<file path="config.mk">
export PLATFORM = sky130hd
export DESIGN_NAME = rf_write_tracer
export DESIGN_NICKNAME = d
export VERILOG_FILES = /design/src/rtl/rf_trace_pkg.sv /design/src/rtl/trace_ring.sv /design/src/rtl/rf_write_tracer.sv
export SDC_FILE = /design/constraint.sdc
export NUM_CORES = 1
export LEC_CHECK = 0
export ABC_AREA = 1
export ABC_CLOCK_PERIOD_IN_PS = 6800
export CORE_MARGIN = 5
export CORE_UTILIZATION = 35
export DETAILED_ROUTE_END_ITERATION = 8
export HOLD_SLACK_MARGIN = 0.12
export PLACE_DENSITY = 0.51
export SYNTH_ARGS = -nofsm -noshare
export SYNTH_HDL_FRONTEND = slang
export SYNTH_SLANG_ARGS = --single-unit
</file>
<file path="constraint.sdc">
create_clock -name clk -period 6.8 [get_ports clk]
set_input_delay 1.7 -clock clk [delete_from_list [all_inputs] [get_ports clk]]
set_output_delay 1.7 -clock clk [all_outputs]
set_load 0.05 [all_outputs]
</file>
<file path="src/rtl/rf_trace_pkg.sv">
// Shared definitions for the register-file write tracer.
package rf_trace_pkg;

  localparam logic [1:0] S_IDLE = 2'b00;
  localparam logic [1:0] S_RUN  = 2'b01;
  localparam logic [1:0] S_DONE = 2'b10;

  // One trace entry is {cycle stamp, register index, data}.
  function automatic int entry_w(input int cyc_w, input int addr_w, input int data_w);
    return cyc_w + addr_w + data_w;
  endfunction

endpackage

</file>
<file path="src/rtl/trace_ring.sv">
// Circular buffer of DEPTH entries with push, pop and optional overwrite-oldest.
module trace_ring #(
  parameter int DEPTH = 16,
  parameter int WIDTH = 53
) (
  input  logic                    clk,
  input  logic                    reset,
  input  logic                    clear,
  input  logic                    push,
  input  logic                    pop,
  input  logic                    wrap,
  input  logic [WIDTH-1:0]        din,
  output logic [WIDTH-1:0]        dout,
  output logic [$clog2(DEPTH):0]  count,
  output logic                    full
);

  localparam int PTR_W = $clog2(DEPTH);
  localparam int CNT_W = PTR_W + 1;

  logic [WIDTH-1:0] mem_q [DEPTH];
  logic [PTR_W-1:0] wr_q, wr_d, rd_q, rd_d;
  logic [CNT_W-1:0] cnt_q, cnt_d;
  logic             pop_ok, do_write, overwrite, grow;

  // Pointer and occupancy update; an overwrite advances rd exactly once even with a pop.
  always_comb begin
    full      = (cnt_q == CNT_W'(DEPTH));
    pop_ok    = pop & (cnt_q != '0);
    overwrite = push & full & wrap;
    do_write  = push & (~full | wrap);
    grow      = do_write & ~full;
    wr_d      = wr_q;
    rd_d      = rd_q;
    cnt_d     = cnt_q;
    if (clear) begin
      wr_d  = '0;
      rd_d  = '0;
      cnt_d = '0;
    end else begin
      if (do_write) wr_d = wr_q + 1'b1;
      if (pop_ok | overwrite) rd_d = rd_q + 1'b1;
      if (grow & ~pop_ok) cnt_d = cnt_q + 1'b1;
      else if (pop_ok & ~overwrite & ~grow) cnt_d = cnt_q - 1'b1;
    end
  end

  // Pointer and count registers.
  always_ff @(posedge clk or posedge reset) begin
    if (reset) begin
      wr_q  <= '0;
      rd_q  <= '0;
      cnt_q <= '0;
    end else begin
      wr_q  <= wr_d;
      rd_q  <= rd_d;
      cnt_q <= cnt_d;
    end
  end

  // Entry storage; contents are meaningless while count is zero, so no reset.
  always_ff @(posedge clk) begin
    if (do_write & ~clear) mem_q[wr_q] <= din;
  end

  assign dout  = mem_q[rd_q];
  assign count = cnt_q;

endmodule

</file>
<file path="src/rtl/rf_write_tracer.sv">
// Records filtered register-file writes as {stamp, index, data} entries, drained via valid/ready.
module rf_write_tracer
  import rf_trace_pkg::*;
#(
  parameter int DATA_W = 32,
  parameter int ADDR_W = 5,
  parameter int DEPTH  = 16,
  parameter int CYC_W  = 16
) (
  input  logic                     clk,
  input  logic                     reset,
  input  logic                     rf_we,
  input  logic [ADDR_W-1:0]        rf_waddr,
  input  logic [DATA_W-1:0]        rf_wdata,
  input  logic                     arm,
  input  logic                     stop,
  input  logic                     clear,
  input  logic                     wrap_mode,
  input  logic [2**ADDR_W-1:0]     watch_mask,
  input  logic [CYC_W-1:0]         cycle_limit,
  output logic                     out_valid,
  input  logic                     out_ready,
  output logic [CYC_W-1:0]         out_cycle,
  output logic [ADDR_W-1:0]        out_addr,
  output logic [DATA_W-1:0]        out_data,
  output logic [$clog2(DEPTH):0]   count,
  output logic                     overflow,
  output logic [1:0]               state_o
);

  localparam int ENTRY_W = entry_w(CYC_W, ADDR_W, DATA_W);

  logic [1:0]         state_q, state_d;
  logic [CYC_W-1:0]   cyc_q, cyc_d;
  logic               ovf_q, ovf_d;
  logic               run, capture, limit_hit, full, pop, arm_go;
  logic [ENTRY_W-1:0] din, dout;

  // Write filter: only watched, non-zero registers while running.
  always_comb begin
    run       = (state_q == S_RUN);
    capture   = run & rf_we & watch_mask[rf_waddr] & (rf_waddr != '0);
    limit_hit = run & (cycle_limit != '0) & (cyc_q == cycle_limit - 1'b1);
    pop       = out_valid & out_ready;
    din       = {cyc_q, rf_waddr, rf_wdata};
  end

  // FSM state register.
  always_ff @(posedge clk or posedge reset) begin
    if (reset) state_q <= S_IDLE;
    else       state_q <= state_d;
  end

  // FSM next state: clear beats stop, stop beats arm.
  always_comb begin
    state_d = state_q;
    if (clear) begin
      state_d = S_IDLE;
    end else begin
      case (state_q)
        S_IDLE:  if (arm & ~stop) state_d = S_RUN;
        S_RUN:   if (stop | limit_hit | (full & ~wrap_mode & capture)) state_d = S_DONE;
        S_DONE:  if (arm & ~stop) state_d = S_RUN;
        default: state_d = S_IDLE;
      endcase
    end
  end

  // FSM outputs.
  always_comb begin
    state_o   = state_q;
    out_valid = (count != '0);
    arm_go    = (state_d == S_RUN) & ~run;
  end

  // Cycle stamp and sticky overflow next-state.
  always_comb begin
    cyc_d = cyc_q;
    if (arm_go) cyc_d = '0;
    else if (run & (cyc_q != '1)) cyc_d = cyc_q + 1'b1;
    ovf_d = ovf_q;
    if (clear) ovf_d = 1'b0;
    else if (capture & full) ovf_d = 1'b1;
  end

  // Cycle stamp and overflow registers.
  always_ff @(posedge clk or posedge reset) begin
    if (reset) begin
      cyc_q <= '0;
      ovf_q <= 1'b0;
    end else begin
      cyc_q <= cyc_d;
      ovf_q <= ovf_d;
    end
  end

  trace_ring #(.DEPTH(DEPTH), .WIDTH(ENTRY_W)) u_ring (
    .clk   (clk),
    .reset (reset),
    .clear (clear),
    .push  (capture),
    .pop   (pop),
    .wrap  (wrap_mode),
    .din   (din),
    .dout  (dout),
    .count (count),
    .full  (full)
  );

  assign {out_cycle, out_addr, out_data} = dout;
  assign overflow = ovf_q;

endmodule

</file>
==> run metrics <==
cell family with most CP delay=buffers and inverters; Worst Setup Start Kind=flop; Reg clk slew, reported paths=0.06 ns; Synth top cells by count=848 x edfxtp_1, 480 x nand2_1, 277 x o21ai_0, 271 x nor2_1, 136 x a21oi_1; vias in the first global route=23100; GP Congestion=0.791; Pwr Density=342 nW/um^2; Worst VDD drop=0.288 mV; clock root cell=clkbuf_16; compound-cell area share of the yosys netlist=10.1%; max-cap viol count=0; Ys Warns=0; crit-path max cell delay=0.89 ns; port buffer count=154; insertion delay to the later sink of the worst-skew pair=0.65 ns; fin nets=3003; initial antenna violation count=2; final hold violations=0; library cells used by synthesis=50; most frequent cell after synthesis=edfxtp_1; RSZ-0062 raised after global routing=false; Synth Area in Adders=0.445%; GR Util All Layers=17.9%; ys async rst share=3.64%; synthesized area per cell=12.8 sq um; CTS tree=yes; Post-synth EDFFs=848; CTS buffer count=93; vias post-DR=23000; post-synthesis simple-gate area fraction=11.6%; crit path DAT=4.27 ns; Die H=328 um; Main synth FF type=edfxtp_1; Synth Cell Area=35500 sq um; Area Overhead vs Synth=18.0%; Critical Path, Cell by Cell=buf_12 > a21oi_1 > a221oi_1 > o21ai_0 > nand2_1 > clkdlybuf4s50_1; final setup fails=0; global-route wire length before repair=146000 um; hpwl dp=51000 um; Routed Antenna Nets=0; Reg2Reg Setup Slack=3.71 ns; post-synthesis mux area share=0%; top-area cell type share of the netlist area=71.8%; Synth area leader=edfxtp_1; Design Power=0.0143 W; synth top area cells=edfxtp_1 72%, nand2_1 5.1%, o21ai_0 3.9%; GRT Residual Overflow=0; Max Fclk=167 MHz; Cell Rows=116; Hold Path Origin=overflow; largest family of logic cells by synthesized area=simple AND/OR/NAND/NOR gates; Initial Util=35.4%; CP endpoint kind=primary output; Setup Buffers After CTS=0; Syn Inst Count=2768; share of post-route cells with drive strength above 1=8.23%; Post-Synth XOR/XNOR Area=0.865%; drt total wl=98800 um; Max Slew Vio Count=0; status=completed; Ports=155; Worst Skew=0.0266 ns; r2r startpoint=state_o[1]; clk sink count=880; HP Class=flop to flop; largest net degree at the start of global routing=237; CP required=5.10 ns; maximum fanout along the worst path=236; Pre-antenna DRT Iters=5; actual slew at the worst max-slew pin=1.15 ns; largest buffer count on any clock path=3; post-synthesis sequential area ratio=74.1%; leakage power=14.2 nW; Slowest-stage cell, CP=dfrtp_4; Worst Path Buf+Inv=2; fin crit period=5.97 ns; die width=328 um; worst setup path start=u_ring.rd_q[0]; post-CTS sizing=0; Post-CTS Hold Buffers=0; Tcrit/Tclk final=87.8%; Fill cells=9215; Hold Slack=0.510 ns; htree depth=3; DRC viols=0; critical path type=flop to primary output; drt wl/cell=22.8 um; die area=108000 sq um; synthesized flop and latch total=880; detailed router's first-iteration violation count=2003; core area=100000 sq um; vias per std cell=5.31; syn_nets=2873; relative slew slack=23.4%
## worst paths after layout
check                                  endpoint  depth (start not counted)
max reg2reg                u_ring.mem_q[10][31]                          8
max                                out_cycle[5]                          6
min                                    overflow                          1
min in group asynchronous       u_ring.count[1]                          3
max in group asynchronous        u_ring.rd_q[2]                          3
min reg2reg                            overflow                          1
## where the power goes
group,internal (W),switching [W]
logic,0.000881,0.00224
clock network,0.00298,0.00208
registers,0.00598,0.000152
total,0.00984,0.00448
## flip-flops by register name, summed over array words and instances, names as in the netlist
| signal | cells |
|---|---|
| overflow | 1 |
| cyc_q | 16 |
| u_ring.mem_q | 848 |
| u_ring.wr_q | 4 |
| u_ring.rd_q | 4 |
| u_ring.count | 5 |
| state_o | 2 |
## layout make-up
class | instances | area (sq um) | area share, %
tap | 1357 | 1700 | 4.06
multi-input combinational | 1635 | 8290 | 19.8
clock buffer | 122 | 2460 | 5.88
antenna | 3 | 7.51 | 0.0179
clock inverter | 52 | 612 | 1.46
inverter | 86 | 339 | 0.811
sequential | 880 | 26300 | 62.8
timing repair buffer | 202 | 2140 | 5.12
## stage by stage
step	util, %	TNS (ns)	setup slack, ns	instances	instance area (sq um)
6_report	41.7	0	0.827	4337	41800
5_1_grt	41.7	0	0.599	4335	41800
4_1_cts	41.7	0	0.801	4334	41800
3_5_place_dp	38.6	0	1.22	4160	38700
3_3_place_gp	38.6	0	1.30	4160	38700
2_1_floorplan	-	-27.30	-0.129	2768	35500
## cell families (layout without fill, tap and decap cells)
family | after synthesis | in the layout
flip-flops | 880 | 880
other | 0 | 3
AND/OR/NAND/NOR | 978 | 978
XOR/XNOR | 35 | 35
AO/OA/AOI/OAI | 610 | 610
buffers and inverters | 253 | 462
adder cells (fa/ha/maj) | 12 | 12
## routing by layer
layer / vias up / part of all wire [%] / wire (um) / global-route usage (%)
met2: 721 / 48 / 47100 / 29.6
met1: 11700 / 44 / 43900 / 24.7
met4: 0 / 2.2 / 2170 / 4.41
met3: 147 / 5.7 / 5610 / 3.14
li1: 10500 / - / - / -
met5: - / 0 / 0 / 0
## placed cells by master (no fill, tap or decap), types with 16 or more instances in the layout
cell and instances:
xor2_1 23, dfrtp_1 28, a221oi_1 66, o221ai_1 40, nand2_1 479, clkinv_2 16, nand4_1 51, clkdlybuf4s50_1 154
nor2_1 258, clkbuf_16 94, clkbuf_1 28, o21ai_0 277, inv_1 74, a21oi_1 136, buf_4 29, edfxtp_1 848
nand3_1 131, o22ai_1 66, buf_12 19
No activity file was read; power rests on OpenSTA's default activity.
